$ cat config.mk
export PLATFORM = sky130hd
export DESIGN_NAME = mem_port_arbiter
export DESIGN_NICKNAME = d
export VERILOG_FILES = /design/src/rtl/mem_port_arbiter.sv
export SDC_FILE = /design/constraint.sdc
export NUM_CORES = 1
export LEC_CHECK = 0
export CAP_MARGIN = 25
export CELL_PAD_IN_SITES_DETAIL_PLACEMENT = 0
export CELL_PAD_IN_SITES_GLOBAL_PLACEMENT = 1
export CORE_ASPECT_RATIO = 1.2
export CORE_MARGIN = 4
export CORE_UTILIZATION = 28
export DETAILED_ROUTE_END_ITERATION = 12
export PLACE_DENSITY = 0.87
export SYNTH_ARGS = -nofsm -noshare
export SYNTH_HDL_FRONTEND = slang
export SYNTH_SLANG_ARGS = --single-unit
$ cat constraint.sdc
create_clock -name clk -period 4.4 [get_ports clk]
set_input_delay 0.66 -clock clk [delete_from_list [all_inputs] [get_ports clk]]
set_output_delay 0.66 -clock clk [all_outputs]
set_load 0.03 [all_outputs]
$ cat src/rtl/mem_port_arbiter.sv
// Two-master arbiter/sequencer for the shared memory read/write port; tie-break is round-robin with MEM_ARB_RR_EN, fixed m0 priority otherwise.
// Latency: ack 2 cycles after grant (1 cycle for range rejects); masters hold req until ack, one access per 3 cycles.
package mem_port_arbiter_pkg;
    typedef enum logic [1:0] {
        WORD     = 2'b00,
        HALFWORD = 2'b01,
        BYTE     = 2'b10
    } tsize_e;
endpackage

module mem_port_arbiter
    import mem_port_arbiter_pkg::*;
#(
    parameter int N = 1024
) (
    input  logic        clk,
    input  logic        rst,
    input  logic        m0_req,
    input  logic        m0_write,
    input  logic [31:0] m0_addr,
    input  logic [31:0] m0_wdata,
    input  tsize_e      m0_tsize,
    output logic        m0_ack,
    output logic [31:0] m0_rdata,
    output logic        m0_err,
    input  logic        m1_req,
    input  logic        m1_write,
    input  logic [31:0] m1_addr,
    input  logic [31:0] m1_wdata,
    input  tsize_e      m1_tsize,
    output logic        m1_ack,
    output logic [31:0] m1_rdata,
    output logic        m1_err,
    output logic [31:0] mem_address,
    output logic        mem_write,
    output logic [31:0] mem_write_data,
    output tsize_e      mem_tsize,
    input  logic [31:0] mem_data,
    input  logic        mem_rerror,
    input  logic        mem_werror
);

    localparam logic [1:0] S_IDLE   = 2'd0;
    localparam logic [1:0] S_ACCESS = 2'd1;
    localparam logic [1:0] S_RESP   = 2'd2;

    logic [1:0]  state_q;
    logic        last_q;
    logic        wr_q;
    logic        idx_q;
    logic        err_q;
    logic        oor_q;
    logic [31:0] addr_q;
    logic [31:0] wdata_q;
    logic [31:0] rdata_q;
    tsize_e      tsize_q;

    logic        any_req;
    logic        gnt;
    logic        sel_write;
    logic [31:0] sel_addr;
    logic [31:0] sel_wdata;
    tsize_e      sel_tsize;
    logic [32:0] size_b;
    logic        oor;

    always_comb begin
        any_req = m0_req | m1_req;
`ifdef MEM_ARB_RR_EN
        gnt = (m0_req && m1_req) ? ~last_q : ~m0_req;
`else
        // last_q term is redundant here; the pointer is tracked identically in both builds
        gnt = ~m0_req & ~(m0_req & last_q);
`endif
        sel_write = gnt ? m1_write : m0_write;
        sel_addr  = gnt ? m1_addr  : m0_addr;
        sel_wdata = gnt ? m1_wdata : m0_wdata;
        sel_tsize = gnt ? m1_tsize : m0_tsize;
        case (sel_tsize)
            HALFWORD: size_b = 33'd2;
            BYTE:     size_b = 33'd1;
            default:  size_b = 33'd4;
        endcase
        // 33-bit compare so addresses near 2^32 cannot wrap into range
        oor = {1'b0, sel_addr} > (33'(N) - size_b);
    end

    always_ff @(posedge clk) begin
        if (rst) begin
            state_q <= S_IDLE;
            last_q  <= 1'b1;
            wr_q    <= 1'b0;
            idx_q   <= 1'b0;
            err_q   <= 1'b0;
            oor_q   <= 1'b0;
            addr_q  <= 32'd0;
            wdata_q <= 32'd0;
            rdata_q <= 32'd0;
            tsize_q <= WORD;
        end else begin
            case (state_q)
                S_IDLE: begin
                    if (any_req) begin
                        wr_q    <= sel_write;
                        addr_q  <= sel_addr;
                        wdata_q <= sel_wdata;
                        tsize_q <= sel_tsize;
                        idx_q   <= gnt;
                        last_q  <= gnt;
                        oor_q   <= oor;
                        if (oor) begin
                            err_q   <= 1'b1;
                            rdata_q <= 32'd0;
                            state_q <= S_RESP;
                        end else begin
                            state_q <= S_ACCESS;
                        end
                    end
                end
                S_ACCESS: begin
                    if (wr_q) begin
                        rdata_q <= 32'd0;
                        err_q   <= 1'b0;
                    end else begin
                        rdata_q <= mem_data;
                        err_q   <= mem_rerror;
                    end
                    state_q <= S_RESP;
                end
                default: state_q <= S_IDLE;
            endcase
        end
    end

    logic in_access;
    logic resp;
    logic resp_err;

    always_comb begin
        in_access      = (state_q == S_ACCESS);
        mem_address    = in_access ? addr_q  : 32'd0;
        mem_write_data = in_access ? wdata_q : 32'd0;
        mem_tsize      = in_access ? tsize_q : WORD;
        mem_write      = in_access & wr_q & ~rst;
        resp           = (state_q == S_RESP) & ~rst;
        // in-range writes report the error the memory registered on the write edge
        resp_err       = (wr_q & ~oor_q) ? mem_werror : err_q;
        m0_ack         = resp & ~idx_q;
        m1_ack         = resp & idx_q;
        m0_rdata       = m0_ack ? rdata_q : 32'd0;
        m1_rdata       = m1_ack ? rdata_q : 32'd0;
        m0_err         = m0_ack & resp_err;
        m1_err         = m1_ack & resp_err;
    end

endmodule

# Word level (Yosys, flattened, before mapping)
# Index checks and enable logic that the tools add are counted.
[word_totals] in_bits=172 regBits=105 out_inout_bits=135
[op_classes] n_reduce_logical=4 n_bitwise=16 magnitude_cmp=1 n_eq_ne=6 mux=22 addsub=1
[ops] operator="$mux 32" count=9
[ops] operator="$pmux 32 s2" count=1
[ops] operator="$gt 32x33->1" count=1
[ops] operator="$sub 11x33->33 const A" count=1
[ops] operator="$and 1x1->1" count=10
[ops] operator="$mux 2" count=4
[ops] operator="$pmux 3 s2" count=1
[ops] operator="$mux 1" count=5
[ops] operator="$not 1->1" count=5
[ops] operator="$eq 2x1->1 const B" count=2
[ops] operator="$eq 2x2->1 const B" count=2
[ops] operator="$ne 2x2->1 const B" count=2
[ops] operator="$pmux 2 s2" count=1
[ops] operator="$reduce_and 3->1" count=1
[ops] operator="$logic_not 2->1" count=1
[ops] operator="$pmux 1 s2" count=1
[ops] operator="$reduce_and 2->1" count=1
[ops] operator="$reduce_bool 2->1" count=1
[ops] operator="$or 1x1->1" count=1

# Longest topological paths before layout
# Gate-level depths: netlist of run 1.
[depth] ltp_word=11 mapped_depth=12

# Worst setup path before layout of run 1
# No wires, ideal clock.
[synth_path] path_kind="input -> register" from="in m0_req" to="reg rdata_q[10]" setup_time_ps=57 path_buffers=4 arrival_ps=3262 required_ps=4343 cell_stages=12 setup_slack_ps=1081 cell_sequence="buf_6 -> buf_6 -> buf_2 -> mux2i_1 -> ha_1 -> ha_1 -> nand2b_1 -> nand3b_1 -> a221o_1 -> a2111oi_4 -> buf_6 -> a21o_1"
[synth_via] elab_chain_cells=10 word_cells_on_any_way=15
[synth_rtl] item="from (decl)" line="18" source="input logic m0_req,"
[synth_rtl] item="$and 1x1->1" line="73" source="gnt = ~m0_req & ~(m0_req & last_q);"
[synth_rtl] item="$not 1->1" line="73"
[synth_rtl] item="$and 1x1->1" line="73"
[synth_rtl] item="$mux 2" line="78" source="sel_tsize = gnt ? m1_tsize : m0_tsize;"
[synth_rtl] item="$eq 2x2->1 or $eq 2x1->1 (tied branches)" line="79" source="case (sel_tsize)"
[synth_rtl] item="$pmux 3 s2" line="79"
[synth_rtl] item="$sub 11x33->33" line="85" source="oor = {1'b0, sel_addr} > (33'(N) - size_b);"
[synth_rtl] item="$gt 32x33->1" line="85"
[synth_rtl] item="$ne 2x2->1 (no source line)"
[synth_rtl] item="$reduce_and 3->1 (no source line) *"
[synth_rtl] item="to (signal assigned)" line="125" source="rdata_q <= mem_data;"
[synth_rtl] item="to (decl)" line="55" source="logic [31:0] rdata_q;"
# Mark *: on every way between the ends. The rest lies on a longest branch, timed or not.
# A chain may end at the register's enable or synchronous reset.

# Worst setup path after layout of run 1
[layout_path] from="reg state_q[0]" to="out mem_write_data[1]"
[layout_via] elab_chain_cells=2
[layout_rtl] item="from (decl)" line="47" source="logic [1:0] state_q;"
[layout_rtl] item="from (signal assigned)" line="90" source="state_q <= S_IDLE;"
[layout_rtl] item="from (signal assigned)" line="114" source="state_q <= S_RESP;"
[layout_rtl] item="from (signal assigned)" line="116" source="state_q <= S_ACCESS;"
[layout_rtl] item="$eq 2x1->1" line="140" source="in_access = (state_q == S_ACCESS);"
[layout_rtl] item="$mux 32" line="142" source="mem_write_data = in_access ? wdata_q : 32'd0;"
[layout_rtl] item="to (decl)" line="36" source="output logic [31:0] mem_write_data,"
# No other way between the ends.

==> run metrics, run 1 <==
status=finished clean; area share of the largest cell type after synthesis=0.367; crit-path max cell delay=between 0.6 and 0.7 ns; # IOs=307; Ys Warns=0; worst endpoint data arrival time=2.78 ns; Vias=5,484; crit path kind=flip-flop to output pin; synthesized net count=806; # port buffers=306; synthesized flop and latch total=104; endpoints failing setup=0; # hold bufs at CTS=0; WHS Path Cells=2; clock insertion delay at the later pin of the skew report=0.35 ns; WHS Endpoint=err_q; synth top area cells=dfxtp_1 37%, and2_1 14%, mux2i_1 12%, a211oi_1 8.9%, a22o_1 4.9%; final max-slew violation count=0; r2r setup slk=2.38 ns; final net count=1,079; Post-Synthesis Cells=629; GPL Wtd Cong=0.738; Cell Int Power=1.81 mW; vias in the first global route=5,565; Max VDD drop=158 uV; Filler cells=1,925; H-tree Lvls=3; hold slack=0.479 ns; WP data required=~3.7 ns; CTS buffer count=9; Inserted Diodes=0; Fin. Hold Viols=0; Final min period=3.44 ns; total wire length=19,100 um; post-CTS setup buffer count=0; crit path cell chain=nor2b_4 -> buf_4 -> and2_1 -> clkdlybuf4s50_1; Leakage=3.87 nW; number of remaining DRC errors=0; post-synthesis sequential area ratio=0.367; initial antenna violation count=1; synthesis-to-finish area growth=63.5%; Yosys top cell by area=dfxtp_1; CTS Sinks=between 100 and 150; worst rel slew slack=0.430; Rows=56; post-cts sizing count=0; share of cells above drive strength 1=0.0496; RSZ-0062 raised after global routing=no; Yosys cell types=46; Pre-antenna DRT Iters=4; clock share of power=0.391; Gate power share=0.174; largest net degree at the start of global routing=102; Worst R2R Path Depth=5; EDFF count, synth=0; Die Wd=about 140 um; R2R Path Start=state_q[0]; prevailing post-synth register cell=dfxtp_1; root buf cell=clkbuf_16; Initial Util=0.287; Via-to-Cell Ratio=4.70; Synth async-reset ratio=0; Mapped Area=5670 um^2; Reg power frac=0.435; HPWL after detailed placement=around 14,000 um; die area=22,600 um^2; Reg clk slew, reported paths=about 0.07 ns; sw frac=0.238; Max Clock Skew=0.00813 ns; syn avg cell area=9.02 um^2; remaining global-route overflow=0; drt wl/cell=roughly 16 um; CP Launch Type=flip-flop; First DRT Iteration DRCs=153; critical register-to-register path endpoint=err_q; GRT Util Overall=0.165; core footprint=19,800 um^2; power per cell area=~260 nW/um^2; min-delay src=err_q; total net switching power=0.565 mW; critical path capture point type=output pin; first-pass GRT wire length=29,300 um; Hold Path Class=flip-flop to flip-flop; CTS tree=built; Max Cap Viol=0; Routed Antenna Nets=0; fin crit share=0.782; measured slew at the worst slew-check pin=roughly 0.85 ns; setup TNS=0 ns; CTS Buffer Depth=2; fmax=slightly below 300 MHz; Slowest cell on crit path=clkdlybuf4s50_1; critical path peak fanout=46; fin area=9280 um^2; dpl cell area=8930 um^2; die height=164 um
==> Yosys cell counts (6+ instances only) <==
cell type,count
a211oi_1,67
a22o_1,32
and2_1,130
dfxtp_1,104
nor4_1,7
a21o_1,32
buf_2,8
nor2_1,72
mux2i_1,67
o21ai_0,6
clkbuf_1,41
==> cells by family (layout without fill, tap and decap cells) <==
family | Yosys count | count (layout) | synth area share
adder cells (fa/ha/maj) | 5 | 5 | 0.0110
buffers and inverters | 58 | 336 | 0.0467
multiplexers | 70 | 70 | 0.124
AND/OR/NAND/NOR | 241 | 241 | 0.241
AO/OA/AOI/OAI | 151 | 151 | 0.210
flip-flops | 104 | 104 | 0.367
==> registers in the layout, indices dropped and copies added (netlist names) <==
signal   flops
tsize_q      2
wdata_q     32
addr_q      32
rdata_q     32
wr_q         1
idx_q        1
err_q        1
oor_q        1
state_q      2
==> worst max-delay path by stage <==
stage / to / from / depth (start not counted)
floorplan: rdata_q[10] / m0_req / 12
global placement: rdata_q[13] / m1_tsize[0] / 10
detailed placement: rdata_q[13] / m1_tsize[0] / 10
CTS: mem_address[10] / state_q[0] / 4
global route: mem_address[24] / state_q[0] / 4
finish: mem_write_data[1] / state_q[0] / 4
==> routing by layer <==
| metal | GRT usage | wire length, um | up-vias |
|---|---|---|---|
| met4 | 0.0454 | 336 | 2 |
| met2 | 0.290 | 9400 | 186 |
| met3 | 0.0564 | 1710 | 23 |
| li1 | - | - | 2794 |
| met5 | 0 | 12 | - |
| met1 | 0.188 | 7670 | 2479 |
==> per-stage QoR <==
stage / total power, mW / util / setup WS (ns) / instances
2_1_floorplan: 1.25 / - / 1.08 / 629
3_3_place_gp: 1.47 / 0.452 / 0.903 / 1152
3_5_place_dp: 1.47 / 0.452 / 0.849 / 1152
4_1_cts: 2.42 / 0.470 / 0.863 / 1168
5_1_grt: 2.50 / 0.470 / 0.735 / 1168
6_report: 2.37 / 0.470 / 0.961 / 1168
==> layout make-up <==
cell class              instances  area, um^2  share of cell area
multi-input cells             467        3360               0.362
well taps                     261         327              0.0352
flip-flops and latches        104        2080               0.224
repair buffers                317        3150               0.340
clock inverters                 5         104              0.0112
inverters                       3        11.3             0.00121
clock buffers                  11         243              0.0262
==> cells in the final DEF, fill, tap and decap left out, drive strengths merged, types with 4 or more instances in the layout <==
cell type,synthesis,final
and2,130,130
buf,14,13
a21o,32,32
a22o,32,32
a211oi,67,67
mux2i,67,67
nor2,72,72
nor4,7,7
dfxtp,104,104
nand2b,5,5
o21ai,6,6
clkdlybuf4s50,0,304
clkbuf,41,11
ha,5,5
nor3,4,4
==> power groups by stage <==
| stage | clock (mW) | sequential [mW] | combinational (mW) |
|---|---|---|---|
| global route | 1.01 | 1.04 | 0.457 |
| global placement | 0 | 1.05 | 0.412 |
| finish | 0.928 | 1.03 | 0.412 |
| detailed placement | 0 | 1.06 | 0.417 |
| floorplan | 0 | 1.05 | 0.204 |
| CTS | 0.966 | 1.03 | 0.419 |
==> critical path: cells and delay by family (launching register included) <==
family                 cells  cell delay (ns)
buffers and inverters      2             1.12
DFF                        1             0.60
and+or+nand+nor            2             0.69
No activity file was read; power rests on OpenSTA's default activity.
==> inputs of run 2 (changes only) <==
Settings changed: CORE_UTILIZATION 28 to 25, PLACE_DENSITY 0.87 to 0.83.
Clock period 4.4 ns to 2.75 ns, I/O delays scaled along.
==> run metrics, run 2 (same netlist as run 1, synthesis figures left out) <==
status=finished clean (unchanged); drt wl/cell=16.7 um (was 16.4 um); endpoints failing setup=0 (unchanged); WP data required=3.04 ns (was 3.74 ns); final worst setup slack=0.0801 ns (was 0.961 ns); total power=3.63 mW (was 2.37 mW); crit path kind=input pin to flip-flop (was flip-flop to output pin); dpl cell area=8920 um^2 (was 8930 um^2); Die Wd=146 um (was 138 um); CTS Sinks=104 (unchanged); vias in the first global route=5,663 (was 5,565); Max Cap Viol=0 (unchanged); Rows=60 (was 56); min-delay src=rst (was err_q); Leakage=4.12 nW (was 3.87 nW); First DRT Iteration DRCs=127 (was 153); core footprint=22,400 um^2 (was 19,800 um^2); # IOs=307 (unchanged); root buf cell=clkbuf_16 (unchanged); most frequent cells in the layout=222 x clkdlybuf4s50_1, 130 x and2_1, 104 x dfxtp_1 (was 304 x clkdlybuf4s50_1, 130 x and2_1, 104 x dfxtp_1); GPL Wtd Cong=0.763 (was 0.738); final core occ=0.416 (was 0.470); initial antenna violation count=3 (was 1); Vias=5,666 (was 5,484); die height=173 um (was 164 um); Initial Util=0.254 (was 0.287); Via-to-Cell Ratio=4.72 (was 4.70); die area=25,200 um^2 (was 22,600 um^2); clock insertion delay at the later pin of the skew report=0.34 ns (was 0.35 ns); share of cells above drive strength 1=0.153 (was 0.0496); total wire length=20,100 um (was 19,100 um); RSZ-0062 raised after global routing=no (unchanged); Reg clk slew, reported paths=0.07 ns (about the same); number of remaining DRC errors=0 (unchanged); synthesis-to-finish area growth=64.0% (was 63.5%); critical path peak fanout=8 (was 46); Fin. Hold Viols=0 (unchanged); HPWL after detailed placement=15,000 um (was 14,500 um); post-route insts no fill=1,200 (was 1,168); final net count=1,092 (was 1,079); final max-slew violation count=0 (unchanged); most common cell after layout, fill and taps aside=clkdlybuf4s50_1 (unchanged); CTS tree=built (unchanged); fin area=9300 um^2 (was 9280 um^2); worst rel slew slack=0.587 (was 0.430); Hold Path Class=input pin to flip-flop (was flip-flop to flip-flop); Max Clock Skew=0.00639 ns (was 0.00813 ns); CP Launch Type=input pin (was flip-flop); R2R Path Start=state_q[0] (unchanged); H-tree Lvls=3 (unchanged); critical path capture point type=flip-flop (was output pin); measured slew at the worst slew-check pin=0.620 ns (was 0.855 ns); GRT Util Overall=0.152 (was 0.165); power per cell area=390 nW/um^2 (was 256 nW/um^2); Critical Path Start=m0_tsize[0] (was state_q[0]); first-pass GRT wire length=31,100 um (was 29,300 um); worst endpoint data arrival time=2.96 ns (was 2.78 ns); # port buffers=306 (unchanged); Max VDD drop=256 uV (was 158 uV); largest net degree at the start of global routing=99 (was 102); Routed Antenna Nets=0 (unchanged); Final min period=2.67 ns; Largest regs=addr_q (32), rdata_q (32), wdata_q (32) (unchanged); CTS Buffer Depth=2 (unchanged); CTS buffer count=9 (unchanged); Pre-antenna DRT Iters=4 (unchanged); pre-CTS setup slack=-0.279 ns (was 0.849 ns); placed cell count=1,178 (was 1,152); fin crit share=0.971; remaining global-route overflow=0 (unchanged); fmax=375 MHz
[run 2: timing repair]
item                                    in CTS  in global routing
setup buffers                                0                  2
resized for setup                            0                  5
endpoints found under the setup margin       0                 30
hold buffers                                 0                  0
[run 2: metrics by stage]
| stage | setup TNS [ns] | hold slack [ns] |
|---|---|---|
| 6_report | 0 | 0.408 |
| 5_1_grt | 0 | 0.419 |
| 4_1_cts | 0 | 0.379 |
| 3_5_place_dp | -8.58 | 0.483 |
| 3_3_place_gp | -8.72 | 0.465 |
| 2_1_floorplan | -0.288 | 0.442 |
[run 2: critical path, cell delays in order]
cell	delay (ns)
clkdlybuf4s50_1	0.44
mux2i_4	0.23
ha_4	0.26
ha_2	0.31
nand3b_1	0.07
a221o_1	0.40
a2111oi_4	0.37
buf_6	0.19
clkbuf_16	0.16
a21o_1	0.10
[run 2: cell type report]
class	instances	area, um^2
sequential	104	2080
clock buffer	11	233
tap	279	349
fill	2266	13100
timing repair buffer	330	3160
multi-input combinational	467	3410
inverter	3	11.3
antenna	1	2.50
clock inverter	5	57.6
[run 2: routing by layer]
metal  track usage  vias up  wire (um)
met2         0.259      219       9760
met3        0.0490       32       1450
met4        0.0443        4        442
li1              -     2819          -
met5             0        -         21
met1         0.182     2592       8400
[run 2: where the power goes]
group	switching [mW]	internal, mW	total, mW
logic	0.297	0.390	0.686
registers	0.0466	1.61	1.65
clock network	0.582	0.706	1.29
[run 2: worst paths after layout]
kind	to	slack, ns	cells past startpoint
hold / removal	state_q[1]	0.41	4
setup reg to reg	wdata_q[0]	1.06	5
hold reg to reg	rdata_q[27]	0.49	1
setup / recovery	rdata_q[22]	0.08	10
==> inputs of run 3 (changes only) <==
Settings changed: CORE_MARGIN 4 to unset.
==> run metrics, run 3 (same netlist as run 1, synthesis figures left out) <==
pre-CTS setup slack=-0.298 ns (was -0.279 ns); fin crit share=0.973 (was 0.971); Vias=5,595 (was 5,666); Max Clock Skew=0.00954 ns (was 0.00639 ns); fin area=9370 um^2 (was 9300 um^2); CP Launch Type=input pin (unchanged); fmax=374 MHz (was 375 MHz); Worst R2R Path Depth=5 (unchanged); clock insertion delay at the later pin of the skew report=0.35 ns (was 0.34 ns); placed cell count=1,177 (was 1,178); Pre-antenna DRT Iters=4 (unchanged); Gate power share=0.191 (was 0.189); synthesis-to-finish area growth=65.2% (was 64.0%); most used routing layer=met2 (unchanged); clock share of power=0.355 (about the same); Fin. Hold Viols=0 (unchanged); r2r setup slk=0.99 ns (was 1.06 ns); CTS Sinks=104 (unchanged); root buf cell=clkbuf_16 (unchanged); worst endpoint data arrival time=2.97 ns (was 2.96 ns); final core occ=0.419 (was 0.416); min-delay src=rst (unchanged); status=finished clean (unchanged); critical path peak fanout=8 (unchanged); dpl cell area=9010 um^2 (was 8920 um^2); WHS Endpoint=oor_q (was state_q[1]); Reg power frac=0.455 (was 0.456); initial antenna violation count=1 (was 3); Via-to-Cell Ratio=4.67 (was 4.72); Final min period=2.67 ns (about the same); worst rel slew slack=0.525 (was 0.587); CTS Buffer Depth=2 (unchanged); endpoints failing setup=0 (unchanged); # IOs=307 (unchanged); final net count=1,090 (was 1,092); most frequent cells in the layout=230 x clkdlybuf4s50_1, 130 x and2_1, 104 x dfxtp_1 (was 222 x clkdlybuf4s50_1, 130 x and2_1, 104 x dfxtp_1); core footprint=22,400 um^2 (unchanged); Hold Path Class=input pin to flip-flop (unchanged); most common cell after layout, fill and taps aside=clkdlybuf4s50_1 (unchanged); FF/Latch Area=2080 um^2 (unchanged); # hold bufs at CTS=0 (unchanged); final worst setup slack=0.0755 ns (was 0.0801 ns); measured slew at the worst slew-check pin=0.705 ns (was 0.620 ns); total net switching power=0.936 mW (was 0.925 mW); post-route insts no fill=1,197 (was 1,200); share of cells above drive strength 1=0.143 (was 0.153); Filler cells=2,209 (was 2,266); Die Wd=140 um (was 146 um); remaining global-route overflow=0 (unchanged); Cell Int Power=2.70 mW (about the same); critical path capture point type=flip-flop (unchanged); number of remaining DRC errors=0 (unchanged); Max VDD drop=250 uV (was 256 uV); power per cell area=388 nW/um^2 (was 390 nW/um^2); H-tree Lvls=3 (unchanged); CTS buffer count=9 (unchanged); Max Cap Viol=0 (unchanged); met2 GRT Util=0.287 (was 0.259); vias in the first global route=5,513 (was 5,663); R2R Path Start=state_q[0] (unchanged); die area=23,300 um^2 (was 25,200 um^2); GPL Wtd Cong=0.811 (was 0.763); crit path kind=input pin to flip-flop (unchanged); CTS tree=built (unchanged); Leakage=4.11 nW (was 4.12 nW); drt wl/cell=16.3 um (was 16.7 um); area of the multi-input gates=3400 um^2 (was 3410 um^2); # port buffers=306 (unchanged); Reg clk slew, reported paths=0.07 ns (about the same); Initial Util=0.254 (unchanged); WP data required=3.04 ns (about the same); First DRT Iteration DRCs=179 (was 127); Largest regs=addr_q (32), rdata_q (32), wdata_q (32) (unchanged); met1 GRT Util=0.183 (was 0.182); met3 usage=0.0382 (was 0.0490); GRT Util Overall=0.160 (was 0.152); sw frac=0.257 (was 0.255); total wire length=19,500 um (was 20,100 um); final max-slew violation count=0 (unchanged); WHS Path Cells=2 (was 4); die height=167 um (was 173 um); critical register-to-register path endpoint=rdata_q[6] (was wdata_q[0]); largest net degree at the start of global routing=65 (was 99); Rows=60 (unchanged); first-pass GRT wire length=29,200 um (was 31,100 um); Routed Antenna Nets=0 (unchanged); HPWL after detailed placement=14,300 um (was 15,000 um); setup TNS=0 ns (unchanged)
run 3: cell types whose count changed in the layout (fill, tap and decap cells not counted):
| cell | before | now |
|---|---|---|
| clkinvlp_4 | 3 | 2 |
| clkinv_4 | 0 | 1 |
| ha_2 | 1 | 0 |
| clkbuf_1 | 2 | 1 |
| ha_1 | 2 | 3 |
| buf_12 | 6 | 12 |
| clkdlybuf4s50_1 | 222 | 230 |
| buf_4 | 94 | 79 |
| dlymetal6s2s_1 | 3 | 2 |
run 3: power by group through the flow:
stage	Sequential, mW	Combinational, mW	Clock [mW]
floorplan	1.67	0.339	0
global placement	1.69	0.690	0
detailed placement	1.69	0.702	0
CTS	1.66	0.705	1.37
global route	1.67	0.760	1.42
finish	1.65	0.694	1.29
run 3: area by class of cell:
| type | instances | share of cell area |
|---|---|---|
| repair buffers | 328 | 0.345 |
| flip-flops and latches | 104 | 0.222 |
| multi-input cells | 467 | 0.363 |
| diodes | 1 | 0.000267 |
| well taps | 279 | 0.0372 |
| clock buffers | 10 | 0.0244 |
| inverters | 3 | 0.00120 |
| clock inverters | 5 | 0.00627 |
run 3: per-stage QoR:
stage / power, mW / hold WS (ns)
floorplan: 2.01 / 0.442
global placement: 2.38 / 0.468
detailed placement: 2.39 / 0.481
CTS: 3.73 / 0.302
global route: 3.85 / 0.335
finish: 3.64 / 0.325
run 3: routing by layer:
metal | routed length (um) | part of all wire
met1 | 8040 | 0.41
met2 | 9740 | 0.50
met3 | 1450 | 0.074
met4 | 299 | 0.015
met5 | 0 | 0
run 3: worst max-delay path by stage:
stage	end	startpoint
floorplan	rdata_q[10]	m0_req
global route	rdata_q[17]	m1_tsize[0]
detailed placement	rdata_q[7]	m1_tsize[1]
finish	rdata_q[0]	m1_tsize[0]
global placement	rdata_q[9]	m1_tsize[1]
CTS	rdata_q[8]	m1_tsize[1]
run 3: worst max-delay path, stage by stage:
cell	delay, ns
clkdlybuf4s50_1	0.46
mux2i_4	0.25
ha_4	0.26
ha_4	0.21
nand2b_1	0.06
nand3b_1	0.08
a221o_1	0.38
a2111oi_4	0.38
buf_6	0.20
clkbuf_16	0.17
a21o_1	0.11
run 3: timing repair:
item	in CTS	in global routing
setup buffers	0	1
gates resized for setup	0	3
endpoints found under the setup margin	0	1
==> patch 1, RTL diff (config.mk and constraints of run 2) <==
Make the reset (`rst`) asynchronous in one clocked block.
--- a/src/rtl/mem_port_arbiter.sv
+++ b/src/rtl/mem_port_arbiter.sv
@@ -85,7 +85,7 @@
         oor = {1'b0, sel_addr} > (33'(N) - size_b);
     end
 
-    always_ff @(posedge clk) begin
+    always_ff @(posedge clk or posedge rst) begin
         if (rst) begin
             state_q <= S_IDLE;
             last_q  <= 1'b1;
Behaviour: differs if rst is asserted again (counterexample within 4 cycles, from zero or initial values and one cycle with rst high); with rst held inactive, the same outputs for 10 cycles.
==> patch 1 against run 2 <==
Wire length down 2.4%; sequential share of layout area rose by 4.3 points; clock skew grew 0.0073 ns; total power grew 9.7%; critical path type is now reg2out; cell area rose by 4.7%; die area is 5.1% higher; sequential cell count unchanged; largest cell class unchanged; synthesized area grew 5.4%; hold slack better by 0.065 ns; combinational power is 7.7% higher; setup slack gained 0.051 ns.
==> patch 1: results (changes against run 2) <==
metric	value	unit	change
status	complete, no violations		unchanged
first-pass GRT wire length	30.3	mm	was 31.1 mm
drt first-iter violations	156		was 127
Main synth FF type	dfrtp_1		was dfxtp_1
Setup Skew	0.0137	ns	was 0.00639 ns
All-Layer GR Usage	14.4	%	was 15.2%
Synth async-reset ratio	100	%	was 0%
Peak VDD IR	0.271	mV	was 0.256 mV
Worst EP arrival	2.21	ns	was 2.96 ns
M1 GR Usage	17.1	%	was 18.2%
Leak	4.22	nW	was 4.12 nW
met2 GRT Util	25.4	%	was 25.9%
gp weighted congestion	0.800		was 0.763
met3 usage	3.98	%	was 4.90%
Total Wirelength	19.6	mm	was 20.1 mm
Seq/Total Area, Yosys	43.5	%	was 36.7%
Final #Nets	1114		was 1092
Syn Inst Count	645		was 629
met1 WL	7.84	mm	was 8.40 mm
Tightest Pin Transition	0.708	ns	was 0.620 ns
via count	5544		was 5666
largest net degree at the start of global routing	105		was 99
Post-Syn Nets	822		was 806
iteration count of the initial detailed-routing pass	5		was 4
initial antenna violation count	1		was 3
Largest stage delay, worst path	0.69	ns	was 0.44 ns
number of global-route vias before repair	5622		was 5663
top post-synthesis cells by area	dfrtp_1 44%, and2_1 14%, mux2i_1 11%		was dfxtp_1 37%, and2_1 14%, mux2i_1 12%
layout cells sized above 1	16.5	%	was 15.3%
DR vias/cell	4.41		was 4.72
==> patch 1: repair_timing <==
item	in CTS	in global routing
gates resized for setup	1	2
cloned	0	0
setup endpoints to repair	3	2
pin swaps	0	0
==> patch 1: path summary, 6_finish.rpt <==
path                                         from                      end  slack, ns  cells past startpoint
setup / recovery           state_q[0]$_DFFE_PP0P_                mem_write       0.13                      4
hold / removal              addr_q[0]$_DFFE_PP0P_    addr_q[0]$_DFFE_PP0P_       0.47                      2
setup reg to reg           state_q[0]$_DFFE_PP0P_  rdata_q[20]$_DFFE_PP0P_       1.12                      4
hold reg to reg             addr_q[0]$_DFFE_PP0P_    addr_q[0]$_DFFE_PP0P_       0.47                      2
max in group asynchronous                     rst    addr_q[9]$_DFFE_PP0P_       1.58                      3
min in group asynchronous                     rst   state_q[0]$_DFFE_PP0P_       0.73                      3
==> patch 1: cell type report <==
| class | count | area, µm² |
|---|---|---|
| fillers | 2364 | 13600 |
| clock inverters | 5 | 86.3 |
| inverters | 5 | 22.5 |
| repair buffers | 332 | 3190 |
| multi-input cells | 485 | 3200 |
| flip-flops and latches | 104 | 2600 |
| clock buffers | 11 | 243 |
| well taps | 315 | 394 |
==> patch 1: critical path: cells and delay by family (launching register included) <==
family | cells | cell delay [ns]
simple gates | 2 | 0.44
buf+inv | 2 | 0.93
flops | 1 | 0.48
==> patch 1: cell families (layout without fill, tap and decap cells) <==
logic type	count (synthesis)	count (layout)
adder cells (fa/ha/maj)	5	5
AND/OR/NAND/NOR	266	266
AO/OA/AOI/OAI	143	143
multiplexers	71	71
buffers and inverters	56	353
flip-flops	104	104
==> patch 1: power breakdown <==
group	switching [mW]	internal (mW)
combinational	0.340	0.399
clock	0.599	0.833
sequential	0.0902	1.72
==> patch 2, RTL diff (settings of run 2) <==
Without the edit above. Build with the macro `MEM_ARB_RR_EN` defined.
--- a/src/rtl/mem_port_arbiter.sv
+++ b/src/rtl/mem_port_arbiter.sv
@@ -1,5 +1,7 @@
 // Two-master arbiter/sequencer for the shared memory read/write port; tie-break is round-robin with MEM_ARB_RR_EN, fixed m0 priority otherwise.
 // Latency: ack 2 cycles after grant (1 cycle for range rejects); masters hold req until ack, one access per 3 cycles.
+`define MEM_ARB_RR_EN
+
 package mem_port_arbiter_pkg;
     typedef enum logic [1:0] {
         WORD     = 2'b00,
Behaviour: not the same (a bounded check fails within 4 cycles, from zero or initial values and one cycle with rst high).
==> patch 2 against run 2 <==
The flow now finishes with violations (negative setup slack); clock skew up 0.0030 ns; total power up 7.9%; wire length up 19%; first-iteration DRC count rose to 2.8 times the old value; cell area up 3.3%; sequential cell count up 1; synthesized area up 3.2%; hold slack better by 0.055 ns; critical path depth up 3; synthesized cell count up 15%; setup slack worse by 0.14 ns; highest routed layer unchanged.
==> patch 2: results (changes against run 2) <==
metric	value	unit	change
Leak	4.06	nW	was 4.12 nW
Placed Area	9180	µm²	was 8920 µm²
Final #Nets	1178		was 1092
Setup Skew	0.00943	ns	was 0.00639 ns
layout cells sized above 1	14.7	%	was 15.3%
Total Wirelength	24.0	mm	was 20.1 mm
dpl hpwl	17.0	mm	was 15.0 mm
Syn Inst Count	725		was 629
worst hold-check path type	reg2reg		was in2reg
Pint	2.80	mW	was 2.70 mW
largest net degree at the start of global routing	69		was 99
Peak VDD IR	0.310	mV	was 0.256 mV
iteration count of the initial detailed-routing pass	6		was 4
All-Layer GR Usage	17.5	%	was 15.2%
first-pass GRT wire length	36.4	mm	was 31.1 mm
Final Instance Count excl. Fillers	1322		was 1200
later-pin clock latency in the skew report	0.35	ns	
number of global-route vias before repair	6441		was 5663
final worst slack	-0.0554	ns	was 0.0801 ns
drt first-iter violations	354		was 127
Post-Route Setup TNS	-1.37	ns	was 0 ns
gp weighted congestion	0.828		was 0.763
CTS buffer count	9		unchanged
final setup vio count	34		was 0
Seq/Total Area, Yosys	35.9	%	was 36.7%
post-place setup slack	-0.753	ns	was -0.279 ns
failing checks	negative setup slack		
most frequent cells after synthesis	130 x and2_1, 105 x dfxtp_1, 76 x nor2_1		was 130 x and2_1, 104 x dfxtp_1, 72 x nor2_1
Synth async-reset ratio	0	%	unchanged
top post-synthesis cells by area	dfxtp_1 36%, and2_1 14%, a311oi_1 9.4%		was dfxtp_1 37%, and2_1 14%, mux2i_1 12%
IO buf count	306		unchanged
CP max-delay cell	dfxtp_2		was clkdlybuf4s50_1
status	finished with violations		was complete, no violations
post-synth cell types	47		was 46
Worst EP arrival	3.11	ns	was 2.96 ns
clk slew on worst S/H paths	0.08	ns	
Post-Syn Nets	902		was 806
initial antenna violation count	2		was 3
max_slew headroom	47.2	%	was 58.7%
DR vias/cell	4.93		was 4.72
CTS Buffer Depth	2		unchanged
Largest stage delay, worst path	0.33	ns	was 0.44 ns
==> patch 2: power groups by stage <==
stage | sequential (mW) | combinational [mW] | clock (mW)
final | 1.67 | 0.870 | 1.37
after global routing | 1.69 | 0.949 | 1.48
after CTS | 1.68 | 0.834 | 1.42
after detailed placement | 1.71 | 0.798 | 0
after global placement | 1.71 | 0.787 | 0
after floorplan | 1.69 | 0.407 | 0
==> patch 2: worst reg2reg max path, cell delays in order, from the launching register on <==
cell and delay [ns]:
dfxtp_2 0.33, nand2b_4 0.15, nand2_4 0.09, mux2_4 0.33
ha_4 0.32, inv_4 0.04, ha_4 0.26, nand2b_4 0.05
o211ai_1 0.17, o221ai_1 0.15, a221oi_2 0.29, or2_4 0.25
clkbuf_16 0.19, a41o_1 0.15
==> patch 2: routing by layer <==
metal / share of wire (%) / routed length (µm) / vias up / track usage [%]
li1: - / - / 3186 / -
met1: 41 / 9810 / 3072 / 21.8
met2: 49 / 11600 / 227 / 29.1
met3: 7.9 / 1880 / 32 / 4.44
met4: 2.6 / 627 / 2 / 6.57
met5: 0.033 / 8 / - / 0
==> patch 2: repair_timing <==
| item | in CTS | in global routing |
|---|---|---|
| setup buffers | 0 | 0 |
| pin swaps | 3 | 3 |
| resized for setup | 8 | 7 |
| cloned | 1 | 1 |
| endpoints found under the setup margin | 36 | 35 |
==> patch 2: area by class of cell <==
| cell class | instances | area (µm²) |
|---|---|---|
| clock inverters | 6 | 75.1 |
| repair buffers | 339 | 3240 |
| fillers | 2370 | 13500 |
| diodes | 1 | 2.50 |
| flip-flops and latches | 105 | 2100 |
| inverters | 2 | 10.0 |
| clock buffers | 10 | 229 |
| multi-input cells | 544 | 3550 |
| well taps | 315 | 394 |
==> patch 2: cells by family after synthesis <==
group	synth area share, %
buffers and inverters	5.62
AND/OR/NAND/NOR	33.5
flip-flops	35.9
multiplexers	1.09
adder cells (fa/ha/maj)	1.07
AO/OA/AOI/OAI	22.8
==> patch 2: final timing paths <==
check	cells after the start	slack (ns)	end	startpoint
setup / recovery	13	-0.06	rdata_q[27]$_SDFFE_PP0P_	last_q$_SDFFE_PP1P_
hold / removal	2	0.46	tsize_q[1]$_SDFFE_PP0P_	tsize_q[1]$_SDFFE_PP0P_
setup reg to reg	13	-0.06	rdata_q[27]$_SDFFE_PP0P_	last_q$_SDFFE_PP1P_
hold reg to reg	2	0.46	tsize_q[1]$_SDFFE_PP0P_	tsize_q[1]$_SDFFE_PP0P_
